[src/rtl/link_pkg.sv]
`default_nettype none
// ============================================================================
// Module   : link_pkg
// Brief    : Shared types and defaults for the Link game-level controller:
//            FSM state encoding, facing direction encoding, button and
//            command bundles, and small decode helpers.
// Revision : 1.0 - initial release
// ============================================================================
package link_pkg;

    typedef enum logic [2:0] {
        S_INIT   = 3'd0,
        S_WAIT   = 3'd1,
        S_DECIDE = 3'd2,
        S_ATTACK = 3'd3,
        S_MOVE   = 3'd4,
        S_IDLE   = 3'd5,
        S_DRAW   = 3'd6
    } state_t;

    typedef enum logic [1:0] {
        DIR_UP    = 2'd0,
        DIR_DOWN  = 2'd1,
        DIR_LEFT  = 2'd2,
        DIR_RIGHT = 2'd3
    } dir_t;

    localparam int c_MOVE_DIV        = 2;
    localparam int c_ATTACK_COOLDOWN = 8;

    typedef struct packed {
        logic up;
        logic down;
        logic left;
        logic right;
        logic attack;
    } btn_t;

    typedef struct packed {
        logic init;
        logic idle;
        logic attack;
        logic up;
        logic down;
        logic left;
        logic right;
        logic draw;
    } cmd_t;

    // One-hot command word for a given state; movement uses the latched dir.
    function automatic cmd_t cmd_decode(input state_t s, input dir_t d);
        cmd_t c;
        c = '0;
        case (s)
            S_INIT:   c.init   = 1'b1;
            S_IDLE:   c.idle   = 1'b1;
            S_ATTACK: c.attack = 1'b1;
            S_DRAW:   c.draw   = 1'b1;
            S_MOVE: begin
                case (d)
                    DIR_UP:   c.up    = 1'b1;
                    DIR_DOWN: c.down  = 1'b1;
                    DIR_LEFT: c.left  = 1'b1;
                    default:  c.right = 1'b1;
                endcase
            end
            default:  c = '0;
        endcase
        return c;
    endfunction

    // Direction priority when several are held: up > down > left > right.
    function automatic dir_t dir_pick(input btn_t b);
        if (b.up)        return DIR_UP;
        else if (b.down) return DIR_DOWN;
        else if (b.left) return DIR_LEFT;
        else             return DIR_RIGHT;
    endfunction

endpackage
`default_nettype wire

[src/rtl/link_control_if.sv]
`default_nettype none
// ============================================================================
// Module   : link_control_if
// Brief    : Command/handshake bundle between the Link controller (master)
//            and the datapath (slave).
// Revision : 1.0 - initial release
// ============================================================================
interface link_control_if;

    logic init;
    logic idle;
    logic attack;
    logic up;
    logic down;
    logic left;
    logic right;
    logic draw;

    logic init_done;
    logic idle_done;
    logic attack_done;
    logic move_done;
    logic draw_done;

    modport master (
        output init, idle, attack, up, down, left, right, draw,
        input  init_done, idle_done, attack_done, move_done, draw_done
    );

    modport slave (
        input  init, idle, attack, up, down, left, right, draw,
        output init_done, idle_done, attack_done, move_done, draw_done
    );

endinterface
`default_nettype wire

[src/rtl/frame_pacer.sv]
`default_nettype none
// ============================================================================
// Module   : frame_pacer
// Brief    : Frame-tick bookkeeping for the Link controller: pending-frame
//            flag, sticky overrun flag, and the saturating move/cooldown
//            frame counters stepped once per decision.
// Revision : 1.0 - initial release
// ============================================================================
module frame_pacer #(
    parameter int MOVE_DIV        = 2,
    parameter int ATTACK_COOLDOWN = 8,
    parameter int CNT_W           = 4
) (
    input  logic clock,
    input  logic reset,
    input  logic i_frame_tick,
    input  logic i_clear_pending,
    input  logic i_decide,
    input  logic i_load_move,
    input  logic i_load_cool,
    input  logic i_wd_error,
    output logic o_tick_pending,
    output logic o_frame_overrun,
    output logic o_move_zero,
    output logic o_cool_zero
);

    localparam logic [CNT_W-1:0] c_MOVE_LOAD = CNT_W'(MOVE_DIV - 1);
    localparam logic [CNT_W-1:0] c_COOL_LOAD = CNT_W'(ATTACK_COOLDOWN - 1);

    logic             r_pending;
    logic             r_overrun;
    logic [CNT_W-1:0] r_move_cnt;
    logic [CNT_W-1:0] r_cool_cnt;

    // A tick always leaves a frame pending; a second tick before the first is consumed is an overrun.
    always_ff @(posedge clock) begin
        if (reset) begin
            r_pending <= 1'b0;
            r_overrun <= 1'b0;
        end else begin
            r_pending <= i_frame_tick | (r_pending & ~i_clear_pending);
            if ((i_frame_tick & r_pending & ~i_clear_pending) | i_wd_error)
                r_overrun <= 1'b1;
        end
    end

    // Counters step once per decision: reload on the chosen action, otherwise count down to zero.
    always_ff @(posedge clock) begin
        if (reset) begin
            r_move_cnt <= '0;
            r_cool_cnt <= '0;
        end else if (i_decide) begin
            if (i_load_move)
                r_move_cnt <= c_MOVE_LOAD;
            else if (r_move_cnt != '0)
                r_move_cnt <= r_move_cnt - 1'b1;

            if (i_load_cool)
                r_cool_cnt <= c_COOL_LOAD;
            else if (r_cool_cnt != '0)
                r_cool_cnt <= r_cool_cnt - 1'b1;
        end
    end

    assign o_tick_pending  = r_pending;
    assign o_frame_overrun = r_overrun;
    assign o_move_zero     = (r_move_cnt == '0);
    assign o_cool_zero     = (r_cool_cnt == '0);

endmodule
`default_nettype wire

[src/rtl/link_control.sv]
`default_nettype none
// ============================================================================
// Module   : link_control
// Brief    : Game-level control FSM for Link. Paces play on the 60 Hz frame
//            tick, picks one action per frame from the buttons and drives
//            registered one-hot command strobes to the datapath.
// Optional : LINK_CTRL_WATCHDOG_EN - adds a per-state clock watchdog that
//            forces S_INIT and flags frame_overrun when a done never arrives.
// Revision : 1.0 - initial release
// ============================================================================
module link_control
    import link_pkg::*;
#(
    parameter int MOVE_DIV        = c_MOVE_DIV,
    parameter int ATTACK_COOLDOWN = c_ATTACK_COOLDOWN,
    parameter int CNT_W           = 4,
    parameter int TIMEOUT_CYCLES  = 1000000
) (
    input  logic           clock,
    input  logic           reset,
    input  logic           frame_tick,
    input  logic           btn_up,
    input  logic           btn_down,
    input  logic           btn_left,
    input  logic           btn_right,
    input  logic           btn_attack,
    link_control_if.master dp,
    output logic [1:0]     facing,
    output logic           frame_overrun
);

    if (MOVE_DIV < 1 || ATTACK_COOLDOWN < 1 || TIMEOUT_CYCLES < 2 ||
        MOVE_DIV > (1 << CNT_W) || ATTACK_COOLDOWN > (1 << CNT_W)) begin : g_param_check
        $error("link_control: parameter out of range");
    end

    state_t r_state;
    dir_t   r_dir;
    cmd_t   r_cmd;
    btn_t   r_btn_q;

    state_t w_state_next;
    dir_t   w_dir_next;
    logic   w_clear_pending;
    logic   w_load_move;
    logic   w_load_cool;
    logic   w_tick_pending;
    logic   w_move_zero;
    logic   w_cool_zero;
    logic   w_any_dir;
    logic   w_wd_fire;

    assign w_any_dir = r_btn_q.up | r_btn_q.down | r_btn_q.left | r_btn_q.right;

`ifdef LINK_CTRL_WATCHDOG_EN
    localparam int c_WD_W = $clog2(TIMEOUT_CYCLES);
    localparam logic [c_WD_W-1:0] c_WD_LAST = c_WD_W'(TIMEOUT_CYCLES - 1);

    logic [c_WD_W-1:0] r_wd_cnt;
    logic              w_busy;

    assign w_busy = (r_state != S_WAIT) && (r_state != S_DECIDE);

    // Clocks spent in the current waiting-for-done state; restarts on every state change.
    always_ff @(posedge clock) begin
        if (reset || w_wd_fire || !w_busy || (w_state_next != r_state))
            r_wd_cnt <= '0;
        else
            r_wd_cnt <= r_wd_cnt + 1'b1;
    end
`endif

    // Next-state selection; done inputs only count in their own state.
    always_comb begin
        w_state_next    = r_state;
        w_dir_next      = r_dir;
        w_clear_pending = 1'b0;
        w_load_move     = 1'b0;
        w_load_cool     = 1'b0;
        case (r_state)
            // init must have been visible for a cycle before its done is honoured
            S_INIT:   if (dp.init_done && r_cmd.init) w_state_next = S_DRAW;
            S_WAIT: begin
                if (w_tick_pending) begin
                    w_clear_pending = 1'b1;
                    w_state_next    = S_DECIDE;
                end
            end
            S_DECIDE: begin
                if (r_btn_q.attack && w_cool_zero) begin
                    w_state_next = S_ATTACK;
                    w_load_cool  = 1'b1;
                end else if (w_any_dir && w_move_zero) begin
                    w_state_next = S_MOVE;
                    w_load_move  = 1'b1;
                    w_dir_next   = dir_pick(r_btn_q);
                end else begin
                    w_state_next = S_IDLE;
                end
            end
            S_ATTACK: if (dp.attack_done) w_state_next = S_DRAW;
            S_MOVE:   if (dp.move_done)   w_state_next = S_DRAW;
            S_IDLE:   if (dp.idle_done)   w_state_next = S_DRAW;
            S_DRAW:   if (dp.draw_done)   w_state_next = S_WAIT;
            default:  w_state_next = S_INIT;
        endcase
`ifdef LINK_CTRL_WATCHDOG_EN
        w_wd_fire = w_busy && (r_wd_cnt == c_WD_LAST) && (w_state_next == r_state);
`else
        w_wd_fire = 1'b0;
`endif
        if (w_wd_fire)
            w_state_next = S_INIT;
    end

    // State register with commands registered from the state being entered.
    always_ff @(posedge clock) begin
        if (reset) begin
            r_state <= S_INIT;
            r_dir   <= DIR_DOWN;
            r_cmd   <= '0;
        end else begin
            r_state <= w_state_next;
            r_dir   <= w_dir_next;
            r_cmd   <= cmd_decode(w_state_next, w_dir_next);
        end
    end

    // Buttons are sampled once per frame, as the pending frame is consumed.
    always_ff @(posedge clock) begin
        if (reset)
            r_btn_q <= '0;
        else if (w_clear_pending)
            r_btn_q <= {btn_up, btn_down, btn_left, btn_right, btn_attack};
    end

    frame_pacer #(
        .MOVE_DIV        (MOVE_DIV),
        .ATTACK_COOLDOWN (ATTACK_COOLDOWN),
        .CNT_W           (CNT_W)
    ) u_frame_pacer (
        .clock           (clock),
        .reset           (reset),
        .i_frame_tick    (frame_tick),
        .i_clear_pending (w_clear_pending),
        .i_decide        (r_state == S_DECIDE),
        .i_load_move     (w_load_move),
        .i_load_cool     (w_load_cool),
        .i_wd_error      (w_wd_fire),
        .o_tick_pending  (w_tick_pending),
        .o_frame_overrun (frame_overrun),
        .o_move_zero     (w_move_zero),
        .o_cool_zero     (w_cool_zero)
    );

    assign dp.init   = r_cmd.init;
    assign dp.idle   = r_cmd.idle;
    assign dp.attack = r_cmd.attack;
    assign dp.up     = r_cmd.up;
    assign dp.down   = r_cmd.down;
    assign dp.left   = r_cmd.left;
    assign dp.right  = r_cmd.right;
    assign dp.draw   = r_cmd.draw;
    assign facing    = r_dir;

endmodule
`default_nettype wire

[src/flat_wrapper.sv]
// flat-port wrapper written by rule: the top's interface ports become plain ports
module link_control_flat import link_pkg::*;
#(
    parameter int MOVE_DIV        = c_MOVE_DIV,
    parameter int ATTACK_COOLDOWN = c_ATTACK_COOLDOWN,
    parameter int CNT_W           = 4,
    parameter int TIMEOUT_CYCLES  = 1000000
)
  (clock, reset, frame_tick, btn_up, btn_down, btn_left, btn_right, btn_attack, facing, frame_overrun, dp_init, dp_idle, dp_attack, dp_up, dp_down, dp_left, dp_right, dp_draw, dp_init_done, dp_idle_done, dp_attack_done, dp_move_done, dp_draw_done);
  link_control_if dp_i ();
  input  logic clock;
  input  logic reset;
  input  logic frame_tick;
  input  logic btn_up;
  input  logic btn_down;
  input  logic btn_left;
  input  logic btn_right;
  input  logic btn_attack;
  output logic [1:0] facing;
  output logic frame_overrun;
  output wire logic [$bits(dp_i.init)-1:0] dp_init;
  output wire logic [$bits(dp_i.idle)-1:0] dp_idle;
  output wire logic [$bits(dp_i.attack)-1:0] dp_attack;
  output wire logic [$bits(dp_i.up)-1:0] dp_up;
  output wire logic [$bits(dp_i.down)-1:0] dp_down;
  output wire logic [$bits(dp_i.left)-1:0] dp_left;
  output wire logic [$bits(dp_i.right)-1:0] dp_right;
  output wire logic [$bits(dp_i.draw)-1:0] dp_draw;
  input wire logic [$bits(dp_i.init_done)-1:0] dp_init_done;
  input wire logic [$bits(dp_i.idle_done)-1:0] dp_idle_done;
  input wire logic [$bits(dp_i.attack_done)-1:0] dp_attack_done;
  input wire logic [$bits(dp_i.move_done)-1:0] dp_move_done;
  input wire logic [$bits(dp_i.draw_done)-1:0] dp_draw_done;
  assign dp_init = dp_i.init;
  assign dp_idle = dp_i.idle;
  assign dp_attack = dp_i.attack;
  assign dp_up = dp_i.up;
  assign dp_down = dp_i.down;
  assign dp_left = dp_i.left;
  assign dp_right = dp_i.right;
  assign dp_draw = dp_i.draw;
  assign dp_i.init_done = dp_init_done;
  assign dp_i.idle_done = dp_idle_done;
  assign dp_i.attack_done = dp_attack_done;
  assign dp_i.move_done = dp_move_done;
  assign dp_i.draw_done = dp_draw_done;
  link_control #(.MOVE_DIV(MOVE_DIV), .ATTACK_COOLDOWN(ATTACK_COOLDOWN), .CNT_W(CNT_W), .TIMEOUT_CYCLES(TIMEOUT_CYCLES)) u_core (.clock(clock), .reset(reset), .frame_tick(frame_tick), .btn_up(btn_up), .btn_down(btn_down), .btn_left(btn_left), .btn_right(btn_right), .btn_attack(btn_attack), .dp(dp_i), .facing(facing), .frame_overrun(frame_overrun));
endmodule
[config.mk]
export PLATFORM = sky130hd
export DESIGN_NAME = link_control_flat
export DESIGN_NICKNAME = d
export VERILOG_FILES = /design/src/rtl/link_pkg.sv /design/src/rtl/link_control_if.sv /design/src/rtl/frame_pacer.sv /design/src/rtl/link_control.sv /design/src/flat_wrapper.sv
export SDC_FILE = /design/constraint.sdc
export NUM_CORES = 1
export LEC_CHECK = 0
export CORE_ASPECT_RATIO = 1.25
export CORE_MARGIN = 2
export CORE_UTILIZATION = 30
export DETAILED_ROUTE_END_ITERATION = 12
export MAX_ROUTING_LAYER = met4
export PLACE_DENSITY = 0.53
export SETUP_SLACK_MARGIN = 0.3
export SLEW_MARGIN = 20
export SYNTH_ARGS = -nofsm -noshare
export SYNTH_HDL_FRONTEND = slang
export SYNTH_SLANG_ARGS = --single-unit
[constraint.sdc]
create_clock -name clock -period 2.3 [get_ports clock]
set_clock_uncertainty 0.2 [all_clocks]
set_input_delay 0.345 -clock clock [delete_from_list [all_inputs] [get_ports clock]]
set_output_delay 0.345 -clock clock [all_outputs]
set_load 0.05 [all_outputs]
==> results.py, run 1 <==
metrics = {
    "status": {
        "outcome": "finished clean",
    },
    "layout": {
        "antenna_cells": 0,
        "drive_gt1_share_pct": 28.6,
        "area_delta_synth_final_pct": 40.5,
        "fin_nets": 186,
    },
    "sta": {
        "finalSetupViolations": 0,
        "min_period_over_period_pct": 87.7,
        "tightest_slew_ns": 0.505,
        "worst_hold_slack_ns": 0.314,
        "setup_tns_ns": 0,
        "max_slew_margin_pct": 66.3,
        "fmax_mhz": 496,
        "layout_min_cycle_time_ns": 2.02,
        "rsz0062_at_grt": "yes",
        "slew_violations": 0,
        "finalHoldViolCount": 0,
    },
    "yosys": {
        "synthTopCellsByCount": "dfxtp_1 (28), nor2_1 (27), inv_1 (8), mux2i_1 (8)",
        "synth-async-reset-ratio_pct": 0,
        "yosysTopAreaCell": "dfxtp_1",
        "ys_ff_latch": 28,
        "synth_cells": 134,
        "ys_seq_area_share_pct": 43.0,
        "syn_area_um2": 1300,
        "yosys_warnings": 0,
        "netlist.area_leader.share_pct": 43.0,
        "ys_top_cells_by_area": "dfxtp_1 (43%), nor2_1 (7.8%), mux2i_1 (6.1%), ha_1 (3.8%), mux2i_4 (3.5%)",
        "synth_most_common_cell": "dfxtp_1",
        "synth_flop_cell": "dfxtp_1",
        "synth_fp_nets": 151,
        "syn_area_per_cell_um2": 9.72,
        "yosysUniqueCellTypes": 44,
        "synth_edf_count": 0,
    },
    "die": {
        "rows": 26,
        "die_h_um": 77.7,
        "start_util_pct": 31.5,
        "die-area_um2": 4890,
        "die_x_um": 62.9,
        "core-area_um2": 4130,
        "boundaryPins": 24,
    },
    "clock_tree": {
        "clkLatencyLatePin_ns": 0.27,
        "cts-root-buf": "clkbuf_8",
        "cts_buffer_depth": 2,
        "cts.htree.levels": 1,
        "cts_buffers": 3,
        "cts_tree": "built",
        "cts.sinks": 28,
        "clkTransAtPathRegs_ns": 0.10,
        "hold_buffers": 0,
    },
    "routing": {
        "dr.first_iter.drc_count": 23,
        "firstDrtPassIters": 4,
        "routed_wl_mm": 2.76,
        "vias_per_cell": 4.71,
        "ant_nets": 0,
        "route.detailed.drc": 0,
        "wire_per_inst_um": 12.3,
        "vias": 1054,
    },
    "worst_setup_path": {
        "reg2regPathDepth": 5,
        "cp-start-kind": "register",
        "reg2reg_slack_ns": 0.28,
        "critPathKind": "register to register",
        "crit_arrival_ns": 2.00,
        "crit-reg2reg-launch": "u_core.r_btn_q[4]$_SDFFE_PP0P_",
        "worstPathRequired_ns": 2.29,
        "worstReg2RegEnd": "u_core.dp.down$_SDFF_PP0_",
        "cp-end-kind": "register",
        "critPathMaxFanout": 5,
    },
    "global_routing": {
        "antenna_found_initial": 0,
        "grt_start_max_net_pins": 17,
        "grt_pass1_vias": 1041,
        "overflow": 0,
        "grt_pass1_wl_mm": 4.44,
        "grt_use_total_pct": 11.6,
    },
    "min_path": {
        "worstHoldStart": "u_core.r_btn_q[1]$_SDFFE_PP0P_",
        "whs_path_depth": 2,
        "min_path_type": "register to register",
        "hold-path-endpoint": "u_core.r_btn_q[1]$_SDFFE_PP0P_",
    },
    "power_and_ir_drop": {
        "power.density_nw_per_um2": 842,
        "vdd_drop_max_mv": 0.495,
        "p_leak_nw": 0.663,
    },
    "placement": {
        "dp_hpwl_mm": 2.00,
        "place.gp.congestion": 0.755,
        "portBuffers": 23,
    },
    "flow_run": {
        "max_cap_viol_count": 0,
    },
}
## metal layers
metal | part of all wire, % | track usage (%) | vias up
li1 | - | - | 541
met1 | 44 | 13.5 | 493
met2 | 51 | 18.5 | 16
met3 | 2.3 | 1.88 | 4
met4 | 2.8 | 7.33 | 0
met5 | 0 | - | -
## worst max-delay path by stage
stage / start / to / cells past startpoint
2_1_floorplan: u_core.r_btn_q[4]$_SDFFE_PP0P_ / u_core.dp.up$_SDFF_PP0_ / 6
3_5_place_dp: u_core.u_frame_pacer.r_cool_cnt[0]$_SDFFE_PP0P_ / u_core.dp.down$_SDFF_PP0_ / 7
5_1_grt: u_core.r_btn_q[4]$_SDFFE_PP0P_ / u_core.dp.down$_SDFF_PP0_ / 5
4_1_cts: u_core.r_btn_q[1]$_SDFFE_PP0P_ / u_core.dp.left$_SDFF_PP0_ / 5
6_report: u_core.r_btn_q[4]$_SDFFE_PP0P_ / u_core.dp.down$_SDFF_PP0_ / 5
3_3_place_gp: u_core.u_frame_pacer.r_cool_cnt[0]$_SDFFE_PP0P_ / u_core.dp.down$_SDFF_PP0_ / 7
## per-stage QoR
stage	cell area (um2)	utilization, %	worst slack (ns)	instances	total power, mW
2_1_floorplan	1300	-	0.300	134	0.922
3_3_place_gp	1610	38.9	-0.0125	212	1.07
3_5_place_dp	1610	38.9	-0.00986	212	1.07
4_1_cts	1760	42.6	0.272	222	1.50
5_1_grt	1830	44.3	0.217	224	1.62
6_report	1830	44.3	0.284	224	1.54
## logic make-up after synthesis
family,count (synthesis),share of synthesized area (%)
xor+xnor,2,1.35
mux,10,9.61
simple gates,60,28.2
flops,28,43.0
compound gates,16,8.93
buf+inv,14,5.00
fa+ha+maj,4,3.84
## where the power goes
part	leakage, nW	internal, mW	total [mW]	switching [mW]
registers	0.230	0.535	0.577	0.0416
clock network	0.0357	0.233	0.386	0.153
logic	0.398	0.262	0.578	0.316
## layout by cell type, fill, tap and decap left out, drive strengths merged, types with 2 or more instances in the layout
| cell type | synthesis | layout |
|---|---|---|
| o21ai | 2 | 2 |
| nor2 | 27 | 27 |
| nand3b | 3 | 3 |
| or3b | 2 | 2 |
| nand2b | 4 | 4 |
| nor3b | 2 | 2 |
| nor3 | 3 | 3 |
| nor4b | 3 | 3 |
| a211oi | 2 | 2 |
| buf | 3 | 13 |
| a21oi | 4 | 4 |
| ha | 4 | 4 |
| nor4 | 3 | 3 |
| dlygate4sd2 | 0 | 2 |
| dfxtp | 28 | 28 |
| clkbuf | 3 | 3 |
| clkdlybuf4s50 | 0 | 20 |
| inv | 8 | 8 |
| mux2i | 10 | 10 |
| nand4bb | 2 | 2 |
| o22ai | 2 | 2 |
## repair_timing
item                                    4_1_cts  5_1_grt
setup buffers                                 6        2
endpoints found under the setup margin       10       10
resized for setup                            13       15
pin swaps                                     5        2
## worst max-delay path, cell delays in order, from the launching register on
cell     delay (ns)
dfxtp_2        0.33
or4_4          0.54
and4_4         0.19
and2_4         0.18
mux2i_4        0.25
nor4b_4        0.25
## state kept, by name, indices dropped and copies added (netlist names), 2 cells and up
signal                           count
u_core.r_state                       3
u_core.u_frame_pacer.r_cool_cnt      4
u_core.r_btn_q                       5
u_core.facing                        2
u_core.u_frame_pacer.r_move_cnt      4
## cell type report
cell class | count | area [um2]
inverter | 8 | 30.0
fill | 416 | 2300
tap | 56 | 70.1
multi-input combinational | 92 | 759
clock buffer | 3 | 41.3
clock inverter | 1 | 30.0
timing repair buffer | 36 | 332
sequential | 28 | 568
No activity file was read; power rests on OpenSTA's default activity.
==> run 2: changes to the inputs <==
--- a/config.mk
+++ b/config.mk
@@ -9,6 +9,7 @@
 export CORE_MARGIN = 2
 export CORE_UTILIZATION = 30
 export DETAILED_ROUTE_END_ITERATION = 12
+export GPL_ROUTABILITY_DRIVEN = 0
 export MAX_ROUTING_LAYER = met4
 export PLACE_DENSITY = 0.53
 export SETUP_SLACK_MARGIN = 0.3
==> results of run 2 <==
Final layout, timing and power as in run 1 (identical DEF).
